**src/rtl/pingpong_buf_ctrl_if.sv**
```systemverilog
// Pixel-side, transmit-side and RAM-strobe signals of the ping-pong buffer.
// The controller uses the slave view; the data source/sink uses master.
interface pingpong_buf_ctrl_if #(
   parameter int ADDR_W = 14
);
   logic              din_valid;
   logic              sof;
   logic              wr_en_a;
   logic              wr_en_b;
   logic [ADDR_W-1:0] wr_addr;
   logic              tx_req;
   logic              tx_ack;
   logic              rd_req;
   logic              rd_en_a;
   logic              rd_en_b;
   logic [ADDR_W-1:0] rd_addr;
   logic              rd_valid;
   logic              rd_last;
   logic              overflow;
   logic [15:0]       drop_cnt;

   modport master (
      output din_valid, sof, tx_ack, rd_req,
      input  wr_en_a, wr_en_b, wr_addr, tx_req,
      input  rd_en_a, rd_en_b, rd_addr, rd_valid, rd_last,
      input  overflow, drop_cnt
   );

   modport slave (
      input  din_valid, sof, tx_ack, rd_req,
      output wr_en_a, wr_en_b, wr_addr, tx_req,
      output rd_en_a, rd_en_b, rd_addr, rd_valid, rd_last,
      output overflow, drop_cnt
   );
endinterface

```
**src/rtl/pingpong_buf_ctrl.sv**
```systemverilog
// Two-bank packet buffer controller: pixels fill one bank while the
// other is handed to the transmitter and drained byte by byte.
module pingpong_buf_ctrl #(
   parameter int PKT_SIZE = 60,
   parameter int ADDR_W   = 14,
   parameter int RD_LAT   = 2
) (
   input logic                clk,
   input logic                rst,
   pingpong_buf_ctrl_if.slave bus
);

   localparam logic [1:0] ST_EMPTY    = 2'd0;
   localparam logic [1:0] ST_FILLING  = 2'd1;
   localparam logic [1:0] ST_FULL     = 2'd2;
   localparam logic [1:0] ST_DRAINING = 2'd3;

   localparam logic [ADDR_W-1:0] LAST = ADDR_W'(PKT_SIZE - 1);

   logic [1:0][1:0]   st_q, st_d;
   logic              wsel_q, wsel_d;
   logic              rsel_q, rsel_d;
   logic [ADDR_W-1:0] wr_cnt_q, wr_cnt_d;
   logic [ADDR_W-1:0] rd_cnt_q, rd_cnt_d;
   logic [RD_LAT-1:0] vpipe_q, vpipe_d;
   logic [RD_LAT-1:0] lpipe_q, lpipe_d;
   logic              overflow_q, overflow_d;
   logic [15:0]       drop_cnt_q, drop_cnt_d;

   logic [1:0]        w_st;
   logic [ADDR_W-1:0] wr_base;
   logic              wr_ok;
   logic              wr_drop;
   logic              tx_req;
   logic              rd_ok;
   logic              rd_fin;

   always_comb begin
      st_d       = st_q;
      wsel_d     = wsel_q;
      rsel_d     = rsel_q;
      wr_cnt_d   = wr_cnt_q;
      rd_cnt_d   = rd_cnt_q;
      overflow_d = overflow_q;
      drop_cnt_d = drop_cnt_q;

      // sof restarts the packet, and a byte arriving with it lands at 0
      w_st    = st_q[wsel_q];
      wr_base = bus.sof ? '0 : wr_cnt_q;
      wr_ok   = bus.din_valid && !rst &&
                (w_st == ST_EMPTY || w_st == ST_FILLING);
      wr_drop = bus.din_valid && !rst && !wr_ok;

      if (bus.sof) wr_cnt_d = '0;
      if (wr_ok) begin
         if (wr_base == LAST) begin
            st_d[wsel_q] = ST_FULL;
            wr_cnt_d     = '0;
            wsel_d       = ~wsel_q;
         end else begin
            st_d[wsel_q] = ST_FILLING;
            wr_cnt_d     = wr_base + ADDR_W'(1);
         end
      end
      if (wr_drop) begin
         overflow_d = 1'b1;
         if (drop_cnt_q != 16'hFFFF) drop_cnt_d = drop_cnt_q + 16'd1;
      end

      // writer only touches EMPTY/FILLING banks, reader only FULL/DRAINING
      tx_req = !rst && (st_q[rsel_q] == ST_FULL);
      if (tx_req && bus.tx_ack) st_d[rsel_q] = ST_DRAINING;

      rd_ok  = !rst && bus.rd_req && (st_q[rsel_q] == ST_DRAINING);
      rd_fin = rd_ok && (rd_cnt_q == LAST);
      if (rd_ok) begin
         if (rd_fin) begin
            st_d[rsel_q] = ST_EMPTY;
            rd_cnt_d     = '0;
            rsel_d       = ~rsel_q;
         end else begin
            rd_cnt_d = rd_cnt_q + ADDR_W'(1);
         end
      end

      vpipe_d    = vpipe_q;
      lpipe_d    = lpipe_q;
      vpipe_d[0] = rd_ok;
      lpipe_d[0] = rd_fin;
      for (int i = 1; i < RD_LAT; i++) begin
         vpipe_d[i] = vpipe_q[i-1];
         lpipe_d[i] = lpipe_q[i-1];
      end
   end

   always_ff @(posedge clk) begin
      if (rst) begin
         st_q       <= {ST_EMPTY, ST_EMPTY};
         wsel_q     <= 1'b0;
         rsel_q     <= 1'b0;
         wr_cnt_q   <= '0;
         rd_cnt_q   <= '0;
         vpipe_q    <= '0;
         lpipe_q    <= '0;
         overflow_q <= 1'b0;
         drop_cnt_q <= '0;
      end else begin
         st_q       <= st_d;
         wsel_q     <= wsel_d;
         rsel_q     <= rsel_d;
         wr_cnt_q   <= wr_cnt_d;
         rd_cnt_q   <= rd_cnt_d;
         vpipe_q    <= vpipe_d;
         lpipe_q    <= lpipe_d;
         overflow_q <= overflow_d;
         drop_cnt_q <= drop_cnt_d;
      end
   end

   assign bus.wr_en_a  = wr_ok && !wsel_q;
   assign bus.wr_en_b  = wr_ok && wsel_q;
   assign bus.wr_addr  = rst ? '0 : wr_base;
   assign bus.tx_req   = tx_req;
   assign bus.rd_en_a  = rd_ok && !rsel_q;
   assign bus.rd_en_b  = rd_ok && rsel_q;
   assign bus.rd_addr  = rst ? '0 : rd_cnt_q;
   assign bus.rd_valid = !rst && vpipe_q[RD_LAT-1];
   assign bus.rd_last  = !rst && lpipe_q[RD_LAT-1];
   assign bus.overflow = !rst && overflow_q;
   assign bus.drop_cnt = rst ? '0 : drop_cnt_q;

endmodule

```
**src/flat_wrapper.sv**
```systemverilog
// flat-port wrapper written by rule: the top's interface ports become plain ports
module pingpong_buf_ctrl_flat 
#(
   parameter int PKT_SIZE = 60,
   parameter int ADDR_W   = 14,
   parameter int RD_LAT   = 2
)
  (clk, rst, bus_din_valid, bus_sof, bus_tx_ack, bus_rd_req, bus_wr_en_a, bus_wr_en_b, bus_wr_addr, bus_tx_req, bus_rd_en_a, bus_rd_en_b, bus_rd_addr, bus_rd_valid, bus_rd_last, bus_overflow, bus_drop_cnt);
  pingpong_buf_ctrl_if #(.ADDR_W(ADDR_W)) bus_i ();
  input logic clk;
  input logic rst;
  input wire logic [$bits(bus_i.din_valid)-1:0] bus_din_valid;
  input wire logic [$bits(bus_i.sof)-1:0] bus_sof;
  input wire logic [$bits(bus_i.tx_ack)-1:0] bus_tx_ack;
  input wire logic [$bits(bus_i.rd_req)-1:0] bus_rd_req;
  output wire logic [$bits(bus_i.wr_en_a)-1:0] bus_wr_en_a;
  output wire logic [$bits(bus_i.wr_en_b)-1:0] bus_wr_en_b;
  output wire logic [$bits(bus_i.wr_addr)-1:0] bus_wr_addr;
  output wire logic [$bits(bus_i.tx_req)-1:0] bus_tx_req;
  output wire logic [$bits(bus_i.rd_en_a)-1:0] bus_rd_en_a;
  output wire logic [$bits(bus_i.rd_en_b)-1:0] bus_rd_en_b;
  output wire logic [$bits(bus_i.rd_addr)-1:0] bus_rd_addr;
  output wire logic [$bits(bus_i.rd_valid)-1:0] bus_rd_valid;
  output wire logic [$bits(bus_i.rd_last)-1:0] bus_rd_last;
  output wire logic [$bits(bus_i.overflow)-1:0] bus_overflow;
  output wire logic [$bits(bus_i.drop_cnt)-1:0] bus_drop_cnt;
  assign bus_i.din_valid = bus_din_valid;
  assign bus_i.sof = bus_sof;
  assign bus_i.tx_ack = bus_tx_ack;
  assign bus_i.rd_req = bus_rd_req;
  assign bus_wr_en_a = bus_i.wr_en_a;
  assign bus_wr_en_b = bus_i.wr_en_b;
  assign bus_wr_addr = bus_i.wr_addr;
  assign bus_tx_req = bus_i.tx_req;
  assign bus_rd_en_a = bus_i.rd_en_a;
  assign bus_rd_en_b = bus_i.rd_en_b;
  assign bus_rd_addr = bus_i.rd_addr;
  assign bus_rd_valid = bus_i.rd_valid;
  assign bus_rd_last = bus_i.rd_last;
  assign bus_overflow = bus_i.overflow;
  assign bus_drop_cnt = bus_i.drop_cnt;
  pingpong_buf_ctrl #(.PKT_SIZE(PKT_SIZE), .ADDR_W(ADDR_W), .RD_LAT(RD_LAT)) u_core (.clk(clk), .rst(rst), .bus(bus_i));
endmodule
```
**config.mk**
```make
export PLATFORM = sky130hd
export DESIGN_NAME = pingpong_buf_ctrl_flat
export DESIGN_NICKNAME = d
export VERILOG_FILES = /design/src/rtl/pingpong_buf_ctrl_if.sv /design/src/rtl/pingpong_buf_ctrl.sv /design/src/flat_wrapper.sv
export SDC_FILE = /design/constraint.sdc
export NUM_CORES = 1
export LEC_CHECK = 0
export ABC_AREA = 1
export CAP_MARGIN = 20
export CORE_AREA = 8 8 94 96
export CTS_BUF_LIST = sky130_fd_sc_hd__clkbuf_8
export DETAILED_ROUTE_END_ITERATION = 12
export DIE_AREA = 0 0 102 104
export GPL_TIMING_DRIVEN = 1
export PLACE_DENSITY = 0.74
export SYNTH_ARGS = -nofsm -noshare
export SYNTH_HDL_FRONTEND = slang
export SYNTH_SLANG_ARGS = --single-unit
```
**constraint.sdc**
```tcl
create_clock -name clk -period 3.2 [get_ports clk]
set_clock_uncertainty 0.15 [all_clocks]
set_input_delay 0.64 -clock clk [delete_from_list [all_inputs] [get_ports clk]]
set_output_delay 0.64 -clock clk [all_outputs]
set_load 0.01 [all_outputs]
```
; ---- After elaboration in Yosys (flattened, before gate mapping)
; Index checks and enable logic that the tools add are counted.
[totals]
ff_bits = 55
latch_bits = 0
ram_bits = 0
mem_bits_ro = 0
inputBits = 6
output_inout_bits = 52
wordCells = 80
n_memories = 0
[op_classes]
addsub = 3
multipliers = 0
div = 0
n_lt_le_gt_ge = 4
eq_ne = 6
shift = 0
muxes = 20
bitwise = 11
reduce_logical = 26
[ops]
columns = cell, count
row1 = $mux W14, 6
row2 = $add A14 B1 Y14 const B, 2
row3 = $eq A14 B6 Y1 const B, 2
row4 = $mux W4, 5
row5 = $logic_and A1 B1 Y1, 17
row6 = $add A16 B1 Y16 const B, 1
row7 = $mux W16, 1
row8 = $ne A16 B16 Y1 const B, 1
row9 = $mux W2, 6
row10 = $reduce_and A2 Y1, 3
row11 = $and A2 B2 Y2, 2
row12 = $and A4 B4 Y4, 1
row13 = $demux W2 S1, 2
row14 = $eq A2 B2 Y1 const B, 2
row15 = $logic_not A1 Y1, 4
row16 = $lt A1 B2 Y1 const B, 2
row17 = $not A2 Y2, 2
row18 = $not A4 Y4, 1
row19 = $or A2 B2 Y2, 2
row20 = $or A4 B4 Y4, 1
row21 = $eq A2 B1 Y1 const B, 1
row22 = $ge A1 B1 Y1 const B, 2
row23 = $logic_not A2 Y1, 1
row24 = $not A1 Y1, 2
row25 = $logic_or A1 B1 Y1, 1

; ---- Logic depth before layout (Yosys ltp)
[logic_depth]
word_depth = 13
mapped_depth = 12
depth_no_buf = 11

; ---- Least setup slack after synthesis
; Ideal clock, no wire load.
[synth_timing]
path_type = input -> output
from = in rst
to = out bus_rd_en_a
t_arrival_ps = 1449
path_slack_ps = 961
path_stages = 6
n_path_buf = 1
path_cell_list = inv_2 -> nand2_1 -> nor2_4 -> inv_1 -> buf_2 -> nor2_1
[synth_between]
elab_chain_len = 4
[synth_rtl]
columns = element, line
row1 = from (decl), flat_wrapper.sv:11  ; input logic rst;
row2 = $logic_not A1 Y1, pingpong_buf_ctrl.sv:74  ; rd_ok = !rst && bus.rd_req && (st_q[rsel_q] == ST_DRAINING);
row3 = $logic_and A1 B1 Y1 (2 in a row), pingpong_buf_ctrl.sv:74
row4 = $logic_and A1 B1 Y1, pingpong_buf_ctrl.sv:124  ; assign bus.rd_en_a = rd_ok && !rsel_q;
row5 = to (decl), flat_wrapper.sv:20  ; output wire logic [$bits(bus_i.rd_en_a)-1:0] bus_rd_en_a;
; Every way passes these cells.

; ---- Worst setup path after layout
[layout_timing]
from = in bus_sof
to = out bus_wr_addr[4]
[layout_between]
elab_chain_len = 2
[layout_rtl]
columns = element, line
row1 = from (decl), flat_wrapper.sv:13  ; input wire logic [$bits(bus_i.sof)-1:0] bus_sof;
row2 = $mux W14, pingpong_buf_ctrl.sv:49  ; wr_base = bus.sof ? '0 : wr_cnt_q;
row3 = $mux W14, pingpong_buf_ctrl.sv:122  ; assign bus.wr_addr = rst ? '0 : wr_base;
row4 = to (decl), flat_wrapper.sv:18  ; output wire logic [$bits(bus_i.wr_addr)-1:0] bus_wr_addr;
; Every way passes these cells.

==> impl_metrics.json <==
{
  "fmax_mhz": 328,
  "area_growth_syn_to_layout_pct": 24.4,
  "cts_setup_buffers": 0,
  "die_h_um": 104,
  "grt_pass1_vias": 3226,
  "whs_endpoint": "u_core.vpipe_q[1]",
  "antenna_found_initial": 0,
  "synthFlopType": "dfxtp_1",
  "cts_tree": "built",
  "cp-end-kind": "output pin",
  "die_area_um2": 10600,
  "insertion_delay_ns": 0.31,
  "final.min_clock_period_ns": 3.05,
  "layout-drive-gt1-share_pct": 4.41,
  "drtAntennaViolNets": 0,
  "finalCritPeriodShare_pct": 95.4,
  "finalWirelength_um": 8230,
  "rsz0062_at_grt": "no",
  "grt_max_degree": 54,
  "routed_via_density": 4.93,
  "status": "finished clean",
  "crit_path_frequent_cell": "clkdlybuf4s50_1",
  "clock-sinks": 55,
  "reg2reg_from": "u_core.drop_cnt_q[0]",
  "ys_ff_latch": 55,
  "nNetsFinal": 597,
  "root_buffer": "clkbuf_8",
  "power.internal_uw": 859,
  "power_frac_clock_pct": 35.0,
  "r2r-end": "u_core.drop_cnt_q[1]",
  "die_w_um": 102,
  "rows": 32,
  "drc": 0,
  "grt_pass1_wl_um": 14300,
  "p_switching_uw": 278,
  "swShare_pct": 24.4,
  "startpoint_type": "input pin",
  "drv_cap": 0,
  "setup_violations": 0,
  "path_class": "input pin to output pin",
  "yosysWarningCount": 0,
  "r2r_slack_ns": 1.00,
  "dr_total_vias": 3404,
  "syn_nets": 539,
  "crit_fanout": 10,
  "yosysUniqueCellTypes": 27,
  "synth_edf_count": 0,
  "worstHoldStart": "u_core.vpipe_q[0]",
  "worstPathRequired_ns": 2.41,
  "relSlewSlack_pct": 65.8,
  "p_seq_share_pct": 60.4,
  "min_path_cells": 2,
  "netlist_area_um2": 3240,
  "clkSlewWorstSetupHoldPaths_ns": 0.10,
  "gr-usage-all-layers_pct": 15.8,
  "synthArstFlopShare_pct": 0,
  "crit_slowest_cell": "clkdlybuf4s50_1",
  "post_cts_resized": 0,
  "gr-total-overflow": 0,
  "hold_viol": 0,
  "yosysSeqAreaShare_pct": 34.0,
  "cp.arrival_ns": 2.26,
  "report.final.slew_viol_count": 0,
  "dp_hpwl_um": 6180,
  "cts_buffers": 5,
  "crit_chain": "clkdlybuf4s50_1 -> inv_2 -> nand2_1 -> nor2_1 -> clkdlybuf4s50_1",
  "wl_per_cell_um": 11.9,
  "clock_path_buffers": 2,
  "pwr-share-comb_pct": 4.6,
  "place.port_buffers": 57,
  "start_util_pct": 43.5,
  "netlist_instances": 530,
  "antenna_cells": 0,
  "vdd_drop_max_v": 0.000155,
  "powerDensity_nw_per_um2": 282,
  "ios": 58,
  "place_congestion": 0.899,
  "final_util_pct": 54.0,
  "first_pass_iters": 6,
  "cpPeakStageDelay_ns": 0.58,
  "worst_pin_slew_ns": 0.512,
  "core_um2": 7450,
  "holdBufCountCts": 0,
  "avgSynthCellArea_um2": 6.11,
  "cts-htree-levels": 2,
  "r2r_cells": 8,
  "drtIter0Drc": 142,
  "tns_ns": 0,
  "hold_class": "flop to flop",
  "leakage_uw": 0.00140
}
-- logic make-up after synthesis --
logic type               count (synthesis)  synth area share (%)
AO/OA/AOI/OAI                           57                  9.32
buffers and inverters                   81                  9.90
XOR/XNOR                                17                  4.60
AND/OR/NAND/NOR                        317                  41.0
adder cells (fa/ha/maj)                  3                  1.16
flip-flops                              55                  34.0
-- synthesized netlist by cell type, drive strengths merged, types with 3 or more instances --
| cell | count | area (um^2) |
|---|---|---|
| buf | 7 | 42.5 |
| inv | 67 | 251 |
| dfxtp | 55 | 1100 |
| nand4 | 14 | 87.6 |
| nand3 | 31 | 155 |
| ha | 3 | 37.5 |
| nor3 | 14 | 81.3 |
| nor2 | 116 | 458 |
| xor2 | 16 | 140 |
| clkbuf | 7 | 26.3 |
| a21oi | 38 | 190 |
| o21ai | 16 | 91.3 |
| nand2 | 140 | 531 |
-- per-layer routing --
metal	global-route usage [%]	part of all wire, %
met1	19.5	46
met2	26.2	47
met3	3.28	5.4
met4	5.25	1.3
met5	0	0
-- area by class of cell --
| type | count | area, um^2 |
|---|---|---|
| fill | 776 | 3420 |
| tap | 102 | 128 |
| timing repair buffer | 65 | 638 |
| multi-input combinational | 394 | 1820 |
| clock inverter | 3 | 22.5 |
| sequential | 55 | 1100 |
| inverter | 67 | 251 |
| clock buffer | 5 | 68.8 |
-- power by group through the flow --
stage	Sequential [uW]	Clock (uW)	Combinational, uW
2_1_floorplan	702	0	31.1
3_3_place_gp	702	0	51.7
3_5_place_dp	703	0	52.3
4_1_cts	687	419	52.5
5_1_grt	687	446	57.3
6_report	687	398	52.0
-- worst max-delay path by stage --
stage / startpoint / slack, ns / end
6_report: bus_sof / 0.15 / bus_wr_addr[4]
5_1_grt: bus_sof / 0.06 / bus_wr_addr[2]
4_1_cts: bus_sof / 0.15 / bus_wr_addr[4]
3_5_place_dp: bus_sof / 0.18 / bus_wr_addr[4]
3_3_place_gp: bus_sof / 0.19 / bus_wr_addr[4]
2_1_floorplan: rst / 0.96 / bus_rd_en_a
-- metrics by stage --
stage / hold WS, ns / instance area [um^2] / instances / power [uW] / setup WS, ns
after floorplan: 0.238 / 3240 / 530 / 733 / 0.961
after global placement: 0.244 / 3930 / 683 / 754 / 0.188
after detailed placement: 0.245 / 3930 / 683 / 755 / 0.175
after CTS: 0.260 / 4030 / 691 / 1160 / 0.153
after global routing: 0.299 / 4030 / 691 / 1190 / 0.0571
final: 0.258 / 4030 / 691 / 1140 / 0.147
-- worst max-delay path: cells and delay by family --
family        cells  cell delay, ns
buf+inv           3            1.36
simple gates      2            0.26
-- registers in the layout, summed over array words and instances (netlist names) --
signal and cells:
u_core.rsel_q 1, u_core.wsel_q 1, u_core.st_q 4, u_core.wr_cnt_q 14
u_core.vpipe_q 2, u_core.rd_cnt_q 14, u_core.drop_cnt_q 16, u_core.lpipe_q 2
u_core.overflow_q 1
-- layout by cell type (no fill, tap or decap), types with 3 or more instances in the layout --
cell type        instances
nand4_1                 14
nor2_4                   3
nand3_1                 31
clkbuf_8                 5
a21oi_1                 38
inv_1                   65
xor2_1                  16
nor2_1                 113
dfxtp_1                 55
ha_1                     3
o21ai_1                  3
nor3_1                  13
nand2_1                138
o21ai_0                 12
buf_4                    7
clkdlybuf4s50_1         56
No activity file was read; power rests on OpenSTA's default activity.
